### config.mk
export PLATFORM = sky130hd
export DESIGN_NAME = seq_wide_adder
export DESIGN_NICKNAME = d
export VERILOG_FILES = /design/src/rtl/seq_wide_adder_pkg.sv /design/src/rtl/seq_wide_adder_csa32bits.sv /design/src/rtl/seq_wide_adder.sv
export SDC_FILE = /design/constraint.sdc
export NUM_CORES = 1
export LEC_CHECK = 0
export CAP_MARGIN = 25
export CORE_UTILIZATION = 52
export CTS_CLUSTER_SIZE = 16
export DETAILED_ROUTE_END_ITERATION = 16
export PLACE_DENSITY_LB_ADDON = 0.05
export SLEW_MARGIN = 10
export SYNTH_ARGS = -nofsm -noshare
export SYNTH_HDL_FRONTEND = slang
export SYNTH_HIERARCHICAL = 1
export SYNTH_SLANG_ARGS = --single-unit
### constraint.sdc
create_clock -name clk -period 5.6 [get_ports clk]
set_clock_uncertainty 0.1 [all_clocks]
set_input_delay 0.84 -clock clk [delete_from_list [all_inputs] [get_ports clk]]
set_output_delay 0.84 -clock clk [all_outputs]
set_load 0.1 [all_outputs]
### src/rtl/seq_wide_adder_pkg.sv
// Shared definitions for seq_wide_adder: FSM states, slice geometry and
// the sizing helper for the word index counter.
package seq_wide_adder_pkg;

  localparam int SLICE_W  = 32;
  localparam int SLICE_LG = $clog2(SLICE_W);

  typedef enum logic [1:0] {
    IDLE = 2'd0,
    RUN  = 2'd1,
    DONE = 2'd2
  } state_e;

  // A single-word build still needs a 1-bit index register.
  function automatic int idxWidth(input int words);
    return (words <= 1) ? 1 : $clog2(words);
  endfunction

endpackage

### src/rtl/seq_wide_adder_csa32bits.sv
// 32-bit carry-select adder: the upper half is precomputed for both possible
// carries out of the lower half and selected once that carry resolves.
module csa32bits (
  input  logic [31:0] a,
  input  logic [31:0] b,
  input  logic        cin,
  output logic [31:0] s,
  output logic        cout
);

  logic [16:0] loSum;
  logic [16:0] hiSum0;
  logic [16:0] hiSum1;

  assign loSum  = {1'b0, a[15:0]} + {1'b0, b[15:0]} + {16'd0, cin};
  assign hiSum0 = {1'b0, a[31:16]} + {1'b0, b[31:16]};
  assign hiSum1 = {1'b0, a[31:16]} + {1'b0, b[31:16]} + 17'd1;

  assign s    = {(loSum[16] ? hiSum1[15:0] : hiSum0[15:0]), loSum[15:0]};
  assign cout = loSum[16] ? hiSum1[16] : hiSum0[16];

endmodule

### src/rtl/seq_wide_adder.sv
// Multi-cycle W-bit adder: walks the operands one 32-bit word per cycle,
// LSW first, through a single csa32bits with the carry held in a register.
module seq_wide_adder
  import seq_wide_adder_pkg::*;
#(
  parameter int W = 128
) (
  input  logic         clk,
  input  logic         rst_n,
  input  logic         in_valid,
  output logic         in_ready,
  input  logic [W-1:0] a,
  input  logic [W-1:0] b,
  input  logic         cin,
  output logic         out_valid,
  input  logic         out_ready,
  output logic [W-1:0] s,
  output logic         cout
);

  localparam int WORDS = W / SLICE_W;
  localparam int IW    = idxWidth(WORDS);
  localparam logic [IW-1:0] LAST_IDX = IW'(WORDS - 1);

  if ((W % SLICE_W) != 0 || W < SLICE_W) begin : gen_bad_width
    $error("seq_wide_adder: W (%0d) must be a multiple of 32 and at least 32", W);
  end

  state_e            state_q, state_d;
  logic [IW-1:0]     idx_q, idx_d;
  logic              carry_q, carry_d;
  logic [W-1:0]      a_q, a_d;
  logic [W-1:0]      b_q, b_d;
  logic [W-1:0]      s_q, s_d;

  logic [IW+SLICE_LG-1:0] sliceLsb;
  logic [SLICE_W-1:0]     wordA;
  logic [SLICE_W-1:0]     wordB;
  logic [SLICE_W-1:0]     sumWord;
  logic                   carryOut;

  assign sliceLsb = {idx_q, {SLICE_LG{1'b0}}};
  assign wordA    = a_q[sliceLsb +: SLICE_W];
  assign wordB    = b_q[sliceLsb +: SLICE_W];

  csa32bits u_csa (
    .a    (wordA),
    .b    (wordB),
    .cin  (carry_q),
    .s    (sumWord),
    .cout (carryOut)
  );

  always_ff @(posedge clk or negedge rst_n) begin
    if (!rst_n) begin
      state_q <= IDLE;
      idx_q   <= '0;
      carry_q <= 1'b0;
      a_q     <= '0;
      b_q     <= '0;
      s_q     <= '0;
    end else begin
      state_q <= state_d;
      idx_q   <= idx_d;
      carry_q <= carry_d;
      a_q     <= a_d;
      b_q     <= b_d;
      s_q     <= s_d;
    end
  end

  // Operands are only loaded in IDLE, so they stay frozen for the whole run.
  always_comb begin
    state_d = state_q;
    idx_d   = idx_q;
    carry_d = carry_q;
    a_d     = a_q;
    b_d     = b_q;
    s_d     = s_q;
    unique case (state_q)
      IDLE: begin
        if (in_valid) begin
          a_d     = a;
          b_d     = b;
          carry_d = cin;
          idx_d   = '0;
          state_d = RUN;
        end
      end
      RUN: begin
        s_d[sliceLsb +: SLICE_W] = sumWord;
        carry_d = carryOut;
        if (idx_q == LAST_IDX) begin
          state_d = DONE;
        end else begin
          idx_d = idx_q + 1'b1;
        end
      end
      DONE: begin
        if (out_ready) begin
          state_d = IDLE;
        end
      end
      default: state_d = IDLE;
    endcase
  end

  assign in_ready  = (state_q == IDLE);
  assign out_valid = (state_q == DONE);
  assign s         = s_q;
  assign cout      = carry_q;

endmodule

# Word level (Yosys, flattened, before mapping)
# Cells that the tools add are included.
[classes]
add_sub_neg = 6
n_eq_ne = 7
shifts = 4
n_mux = 12
reduce_logical = 6
[ops]
columns = ["cell", "n"]
rows = [
  ["$shiftx A128 B8 Y32", 2],
  ["$bwmux W128", 1],
  ["$shift A32 B9 Y128 const A", 1],
  ["$shiftx A32 B9 Y128", 1],
  ["$add A16 B16 Y17", 2],
  ["$add A17 B1 Y17", 1],
  ["$add A17 B1 Y17 const B", 1],
  ["$mux W16", 1],
  ["$mux W2", 5],
  ["$neg A7 Y9", 1],
  ["$ne A2 B2 Y1 const B", 3],
  ["$pmux W2 S3", 1],
  ["$reduce_and A3 Y1", 2],
  ["$eq A2 B2 Y1 const B", 2],
  ["$pmux W2 S2", 1],
  ["$reduce_and A2 Y1", 2],
  ["$add A2 B1 Y2 const B", 1],
  ["$eq A2 B1 Y1 const B", 1],
  ["$logic_not A2 Y1", 1],
  ["$mux W1", 2],
  ["$ne A2 B1 Y1 const B", 1],
  ["$pmux W1 S2", 1],
  ["$reduce_bool A2 Y1", 1],
]
[totals]
ff_bits = 389
in_bits = 261

# Logic depth before layout (Yosys ltp)
# Gate-level depths: netlist of the first run.
[logic_depth]
depth_word = 6
ltp_mapped = 17
ltp_nobuf = 15

# By module
# The synthesis of the first run kept the hierarchy.
[modules_own_cells]
columns = ["mod", "instances", "cells_per_inst", "area_each_um2"]
rows = [
  ["seq_wide_adder", 1, 1198, 17327.9],
  ["csa32bits", 1, 233, 1759.2],
]

# Worst setup path before layout of the first run
# No wires, ideal clock.
[synth_timing]
kind = "register -> register"
startpoint = "register idx_q[0]"
endpoint = "register s_q[22] (netlist: s[22])"
setup_time_ps = 69
t_arrival_ps = 4180
required_time_ps = 5431
slack_ps = 1250
path_stages_with_launch = 18
path_cell_list = "dfrtp_1 buf_6 buf_2 mux4_2 inv_1 fa_1 inv_1 fa_1 a211oi_1 o21ai_1 a31oi_1 o21ai_1 a221o_1 nor2b_1 and4_1 xor2_1 nor4bb_1 mux2_2"
[synth_via]
elab_chain_cells = 6
elab_cells_between_ends = 11
[synth_rtl]
columns = ["element", "line", "text"]
rows = [
  ["from (decl)", "seq_wide_adder.sv:30", "logic [IW-1:0] idx_q, idx_d;"],
  ["from (signal assigned)", "seq_wide_adder.sv:64", "idx_q <= idx_d;"],
  ["$shiftx A128 B8 Y32", "seq_wide_adder.sv:43", "assign wordA = a_q[sliceLsb +: SLICE_W];"],
  ["via wordA[0]", "seq_wide_adder.sv:37", "logic [SLICE_W-1:0] wordA;"],
  ["$add A16 B16 Y17", "seq_wide_adder_csa32bits.sv:15", "assign loSum = {1'b0, a[15:0]} + {1'b0, b[15:0]} + {16'd0, cin};"],
  ["$add A17 B1 Y17", "seq_wide_adder_csa32bits.sv:15", ""],
  ["$mux W16", "seq_wide_adder_csa32bits.sv:19", "assign s = {(loSum[16] ? hiSum1[15:0] : hiSum0[15:0]), loSum[15:0]};"],
  ["via sumWord[22]", "seq_wide_adder.sv:39", "logic [SLICE_W-1:0] sumWord;"],
  ["$shiftx A32 B9 Y128", "seq_wide_adder.sv:91", "s_d[sliceLsb +: SLICE_W] = sumWord;"],
  ["$bwmux W128", "seq_wide_adder.sv:91", ""],
  ["to (signal assigned)", "seq_wide_adder.sv:61", "s_q <= '0;"],
  ["to (signal assigned)", "seq_wide_adder.sv:68", "s_q <= s_d;"],
  ["to (decl)", "seq_wide_adder.sv:34", "logic [W-1:0] s_q, s_d;"],
]
# The timed path passes the listed nets, and every way through them passes these cells.
# A chain may end at the register's enable or synchronous reset.

# Worst setup path after layout of the first run
[layout_timing]
startpoint = "register idx_q[0]"
endpoint = "register s_q[22] (netlist: s[22])"
[layout_via]
elab_chain_cells = 6
elab_cells_between_ends = 11
[layout_rtl]
columns = ["element", "line", "text"]
rows = [
  ["$shiftx A128 B8 Y32", "seq_wide_adder.sv:44", "assign wordB = b_q[sliceLsb +: SLICE_W];"],
  ["via wordB[1]", "seq_wide_adder.sv:38", "logic [SLICE_W-1:0] wordB;"],
  ["$add A16 B16 Y17", "seq_wide_adder_csa32bits.sv:15", ""],
  ["$add A17 B1 Y17", "seq_wide_adder_csa32bits.sv:15", ""],
  ["$mux W16", "seq_wide_adder_csa32bits.sv:19", ""],
  ["via sumWord[22]", "seq_wide_adder.sv:39", ""],
  ["$shiftx A32 B9 Y128", "seq_wide_adder.sv:91", ""],
  ["$bwmux W128", "seq_wide_adder.sv:91", ""],
]
# The timed path passes the listed nets, and every way through them passes these cells.

==> results of run 1 <==
layout make-up:
cell class | count | share of cell area
Antenna cell | 5 | 0.000505
Clock buffer | 58 | 0.0493
Clock inverter | 16 | 0.00617
Inverter | 114 | 0.0173
Multi-Input combinational cell | 822 | 0.341
Sequential cell | 389 | 0.394
Tap cell | 461 | 0.0233
Timing Repair Buffer | 414 | 0.169
flip-flops by register name (all words and copies together) (netlist names):
register,count
b_q,128
a_q,128
s,128
cout,1
idx_q,2
state_q,2
final timing paths:
path	slack (ns)	endpoint	start
worst min-delay path	0.17	s[40]	rst_n
worst min register to register	0.39	s[7]	s[7]
max in group asynchronous	3.86	s[16]	rst_n
worst max register to register	0.63	s[22]	idx_q[0]
min in group clk	0.39	s[7]	s[7]
worst max-delay path	0.63	s[22]	idx_q[0]
per-stage QoR:
stage | instance area [µm²] | hold WS, ns | utilization | setup WS [ns]
detailed placement | 23400 | 0.383 | 0.652 | 0.696
floorplan | 19100 | 0.375 | - | 1.25
global route | 24800 | 0.221 | 0.691 | 0.308
global placement | 23300 | 0.382 | 0.651 | 0.781
finish | 24800 | 0.168 | 0.691 | 0.630
CTS | 24700 | 0.189 | 0.691 | 0.634
kinds of logic after synthesis:
group / Yosys count / share of synthesized area
flops: 389 / 0.510
compound gates: 173 / 0.0840
mux: 353 / 0.246
buf+inv: 220 / 0.0486
xor+xnor: 41 / 0.0188
fa+ha+maj: 40 / 0.0274
simple gates: 215 / 0.0652
critical path, delay by kind of cell, from the launching register on:
family                     cells  cell delay (ns)
adders and majority gates      1             0.48
muxes                          2             0.74
and+or+nand+nor                3             0.74
DFF                            1             0.79
xor gates and xnor gates       1             0.30
AOI/OAI and AO/OA              5             1.43
buffers and inverters          1             0.28
layer usage:
layer / part of all wire / GRT usage
met4: 0.022 / 0.0785
met2: 0.47 / 0.425
met3: 0.074 / 0.0645
met5: 0.0013 / 0
met1: 0.43 / 0.381
layout by cell type, fill, tap and decap left out, drive strengths merged, types with 16 or more instances in the layout:
master         Yosys  layout
ha                37      37
dfrtp            389     389
o32ai             96      96
nor2              17      17
clkbuf            54      58
o21ai             16      16
clkdlybuf4s50      0     390
a21oi             20      20
nor4bb            32      32
buf               52      24
xnor2             30      30
inv              114     117
mux4              64      64
mux2             289     289
nand2            111     111
==> flow_summary.ini, run 1 <==
[cells_and_area]
final_non_filler_cells = 2279
n_fill_cell = 2534
post_route_cells_drive_above_1_share = 0.274
design.final.nets = 2084
sequential_cell_area_um2 = 9740
syn2layout_area_growth_pct = 29.7
area_of_combinational_cells_with_multiple_inputs_um2 = 8440

[critical_path]
cp_data_arrival_time_ns = 5.34
crit_slowest_cell = sky130_fd_sc_hd__dfrtp_4
crit_path_cell_trace = buf_12 -> mux4_2 -> fa_1 -> a211oi_1 -> o21ai_1 -> a31oi_1 -> o21ai_1 -> a221o_1 -> nor2b_1 -> and4_1 -> xor2_1 -> nor4bb_1 -> mux2_2
reg2regPathDepth = 13
critPathMaxFanout = 28
critical_path.max_stage_delay_ns = 0.79
setup.worst_path.class = reg2reg
critical-path-top-cell-by-count = sky130_fd_sc_hd__o21ai_1
critical_path.endpoint_type = register
worst_ep_required_time_ns = 5.97
worstSetupStartpointType = register

[clock_tree]
clock_sinks = 389
worst_setup_hold_path_clk_slew_ns = 0.06
cts_max_path_buffers = 3
clk-insertion-delay-late_ns = 0.54
cts_max_level = 2
cts_root_buf = sky130_fd_sc_hd__clkbuf_16
numCtsBuffers = 42
ctsResizeCount = 0
tritoncts = yes
cts.hold.buffers_added = 0
number_of_buffers_inserted_to_repair_setup_after_cts = 0

[grt]
gr-total-overflow = 0
first_global_vias = 14000
grt_start_max_net_pins = 160
first_pass_grt_wire_length_um = 79500
track_usage = 0.272
grt_antenna_before_repair = 10

[floorplan]
ioPinCount = 392
core.rowCount = 69
start_util = 0.533
die_area_um2 = 37500
core-area_um2 = 35800
dieHeight_um = 194
die_width_um = 194

[logic_synthesis]
netlist_instances = 1431
synth.avg_cell_area_um2 = 13.3
fraction_of_post_synthesis_cell_area_in_the_top_cell_type_by_area = 0.510
seq_area_frac_synth = 0.510
yosysUniqueCellTypes = 59
synth_area_um2 = 19100
post_synth_top_area_cell = sky130_fd_sc_hd__dfrtp_1
yosys_warnings = 6
ys_ff_latch = 389
synth.top_cells.by_area = sky130_fd_sc_hd__dfrtp_1 (51%), sky130_fd_sc_hd__mux2_2 (17%), sky130_fd_sc_hd__mux4_2 (7.6%)
asyncSetResetFlopFracSynth = 1.00
synth_edf_count = 0
synth_nets = 1732
synth_top_cells_by_count = sky130_fd_sc_hd__dfrtp_1 (389), sky130_fd_sc_hd__mux2_2 (288), sky130_fd_sc_hd__inv_1 (114)
synth-main-ff-cell = sky130_fd_sc_hd__dfrtp_1
synthMostInstantiatedCell = sky130_fd_sc_hd__dfrtp_1

[timing]
timing.max_slew.rel_slack = 0.300
maxSlewViolCount = 0
final.min_clock_period_ns = 4.97
setup_violations = 0
grt_setup_unrepaired = false
max_freq_mhz = 201
tightestPinTransition_ns = 1.05
hold_violation_total_from_the_final_report = 0
final.setup.tns_ns = 0
final_min_period_over_clock_period = 0.888

[run]
maxCapViolations = 0

[route]
ant_nets = 0
drt-initial-drc-count = 848
totalWireLength_um = 50500
detail_route.wl_per_cell_um = 22.2
detailed_routing_iterations_pass_1 = 5
viasPerCell = 5.83
detailroute.via_count = 13300
drc = 0

[outcome]
run_status = completed

[hold_path]
worstHoldPathType = in2async

[place]
count_of_buffers_inserted_at_the_top_level_ports = 391
place.detailed.instances = 2200
detailed_place_hpwl_um = 36400
final_wtd_congestion = 0.846
Power of run 1 is not shown: default switching activity piles up to over one toggle a cycle in this logic, so the estimate is an artifact.
==> inputs of run 2 (changes only) <==
--- a/config.mk
+++ b/config.mk
@@ -7,7 +7,7 @@
 export LEC_CHECK = 0
 export CAP_MARGIN = 25
 export CORE_UTILIZATION = 52
-export CTS_CLUSTER_SIZE = 16
+export CTS_CLUSTER_SIZE = 20
 export DETAILED_ROUTE_END_ITERATION = 16
 export PLACE_DENSITY_LB_ADDON = 0.05
 export SLEW_MARGIN = 10
==> results of run 2 <==
Final layout, timing and power as in run 1 (identical DEF).
Power of run 2 is left out for the same reason.
==> inputs of run 3 (changes only) <==
--- a/config.mk
+++ b/config.mk
@@ -5,7 +5,6 @@
 export SDC_FILE = /design/constraint.sdc
 export NUM_CORES = 1
 export LEC_CHECK = 0
-export CAP_MARGIN = 25
 export CORE_UTILIZATION = 52
 export CTS_CLUSTER_SIZE = 20
 export DETAILED_ROUTE_END_ITERATION = 16
==> flow_summary.ini, run 3 (synthesis gave the netlist of run 1 again) <==
[critical_path]
cp_data_arrival_time_ns = 5.35
critical-path-top-cell-by-count = sky130_fd_sc_hd__o21ai_1
setup.worst_path.class = reg2reg
crit_path_cell_trace = buf_12 -> mux4_2 -> fa_1 -> a211oi_1 -> o21ai_1 -> a31oi_1 -> o21ai_1 -> a221o_1 -> nor2b_1 -> and4_1 -> xor2_1 -> nor4bb_1 -> mux2_2
cp.buffers_inverters = 1
critPathMaxFanout = 28
crit_slowest_cell = sky130_fd_sc_hd__dfrtp_4
critical_path.endpoint_type = register
critical_path.max_stage_delay_ns = 0.78
worst_ep_required_time_ns = 5.98
worstSetupStartpointType = register
reg2reg_setup_slack_ns = 0.63
timing.critical_path.max_delay_family = compound AO/OA/AOI/OAI gates

[run]
maxCapViolations = 0

[clock_tree]
cts_root_buf = sky130_fd_sc_hd__clkbuf_16
number_of_buffers_inserted_to_repair_setup_after_cts = 0
clock_sinks = 389
cts_max_path_buffers = 3
numCtsBuffers = 42
ctsResizeCount = 0
cts_max_level = 2
clk-insertion-delay-late_ns = 0.55
tritoncts = yes
worst_setup_hold_path_clk_slew_ns = 0.06
cts.hold.buffers_added = 0

[timing]
max_freq_mhz = 201
grt_setup_unrepaired = false
tightestPinTransition_ns = 1.27
final.min_clock_period_ns = 4.97
timing.max_slew.rel_slack = 0.156
setup_violations = 0
maxSlewViolCount = 0
final_min_period_over_clock_period = 0.887
hold_violation_total_from_the_final_report = 0
final.setup.tns_ns = 0

[cells_and_area]
layout_common_cells = sky130_fd_sc_hd__clkdlybuf4s50_1 (390), sky130_fd_sc_hd__dfrtp_1 (387), sky130_fd_sc_hd__mux2_2 (288)
most_common_cell_after_layout_fill_and_taps_aside = sky130_fd_sc_hd__clkdlybuf4s50_1
design.final.nets = 2082
syn2layout_area_growth_pct = 29.5
post_route_cells_drive_above_1_share = 0.268

[route]
drc = 0
viasPerCell = 5.83
ant_nets = 0
detailed_routing_iterations_pass_1 = 5
totalWireLength_um = 50800
drt-initial-drc-count = 832
detail_route.wl_per_cell_um = 22.4
detailroute.via_count = 13200

[outcome]
run_status = completed

[hold_path]
worstHoldPathType = in2async

[floorplan]
dieHeight_um = 194
core-area_um2 = 35800
die_area_um2 = 37500
core.rowCount = 69
ioPinCount = 392
die_width_um = 194
start_util = 0.533

[grt]
grt_start_max_net_pins = 160
gr-total-overflow = 0
grt_antenna_before_repair = 8
first_global_vias = 13900
track_usage = 0.274
first_pass_grt_wire_length_um = 79900

[place]
final_wtd_congestion = 0.846
count_of_buffers_inserted_at_the_top_level_ports = 391
detailed_place_hpwl_um = 36300
## run 3: worst reg2reg max path: cells and delay by family (launching register included)
| kind | cells | cell delay, ns |
|---|---|---|
| xor+xnor | 1 | 0.30 |
| fa+ha+maj | 1 | 0.48 |
| compound gates | 5 | 1.39 |
| simple gates | 3 | 0.77 |
| buf+inv | 1 | 0.29 |
| mux | 2 | 0.79 |
| flops | 1 | 0.78 |
## run 3: per-stage QoR
step                instance area (µm²)  instances  hold slack, ns  worst slack (ns)   util
finish                            24700       2270           0.167             0.632  0.690
global route                      24700       2270           0.209             0.268  0.690
CTS                               24700       2266           0.176             0.609  0.689
detailed placement                23300       2198           0.383             0.682  0.651
global placement                  23300       2198           0.382             0.781  0.651
floorplan                         19100       1431           0.375              1.25      -
## run 3: worst paths after layout
kind / to / startpoint / depth (start not counted)
max in group asynchronous: a_q[55] / rst_n / 2
min in group clk: s[7] / s[7] / 1
setup / recovery: s[22] / idx_q[0] / 13
hold reg to reg: s[7] / s[7] / 1
hold / removal: s[40] / rst_n / 1
setup reg to reg: s[22] / idx_q[0] / 13
## run 3: routing by layer
layer | track usage | wire, µm | up-vias
met2 | 0.428 | 23700 | 477
li1 | - | - | 5923
met3 | 0.0710 | 3790 | 86
met4 | 0.0788 | 1270 | 8
met1 | 0.378 | 22100 | 6739
met5 | 0 | 44 | -
## run 3: final cells by class
| class | count | area, µm² |
|---|---|---|
| clock buffers | 58 | 1190 |
| fillers | 2534 | 11100 |
| well taps | 461 | 577 |
| flip-flops and latches | 389 | 9740 |
| clock inverters | 10 | 183 |
| repair buffers | 412 | 4140 |
| diodes | 4 | 10.0 |
| multi-input cells | 822 | 8440 |
| inverters | 114 | 428 |
Power of run 3 is left out for the same reason.
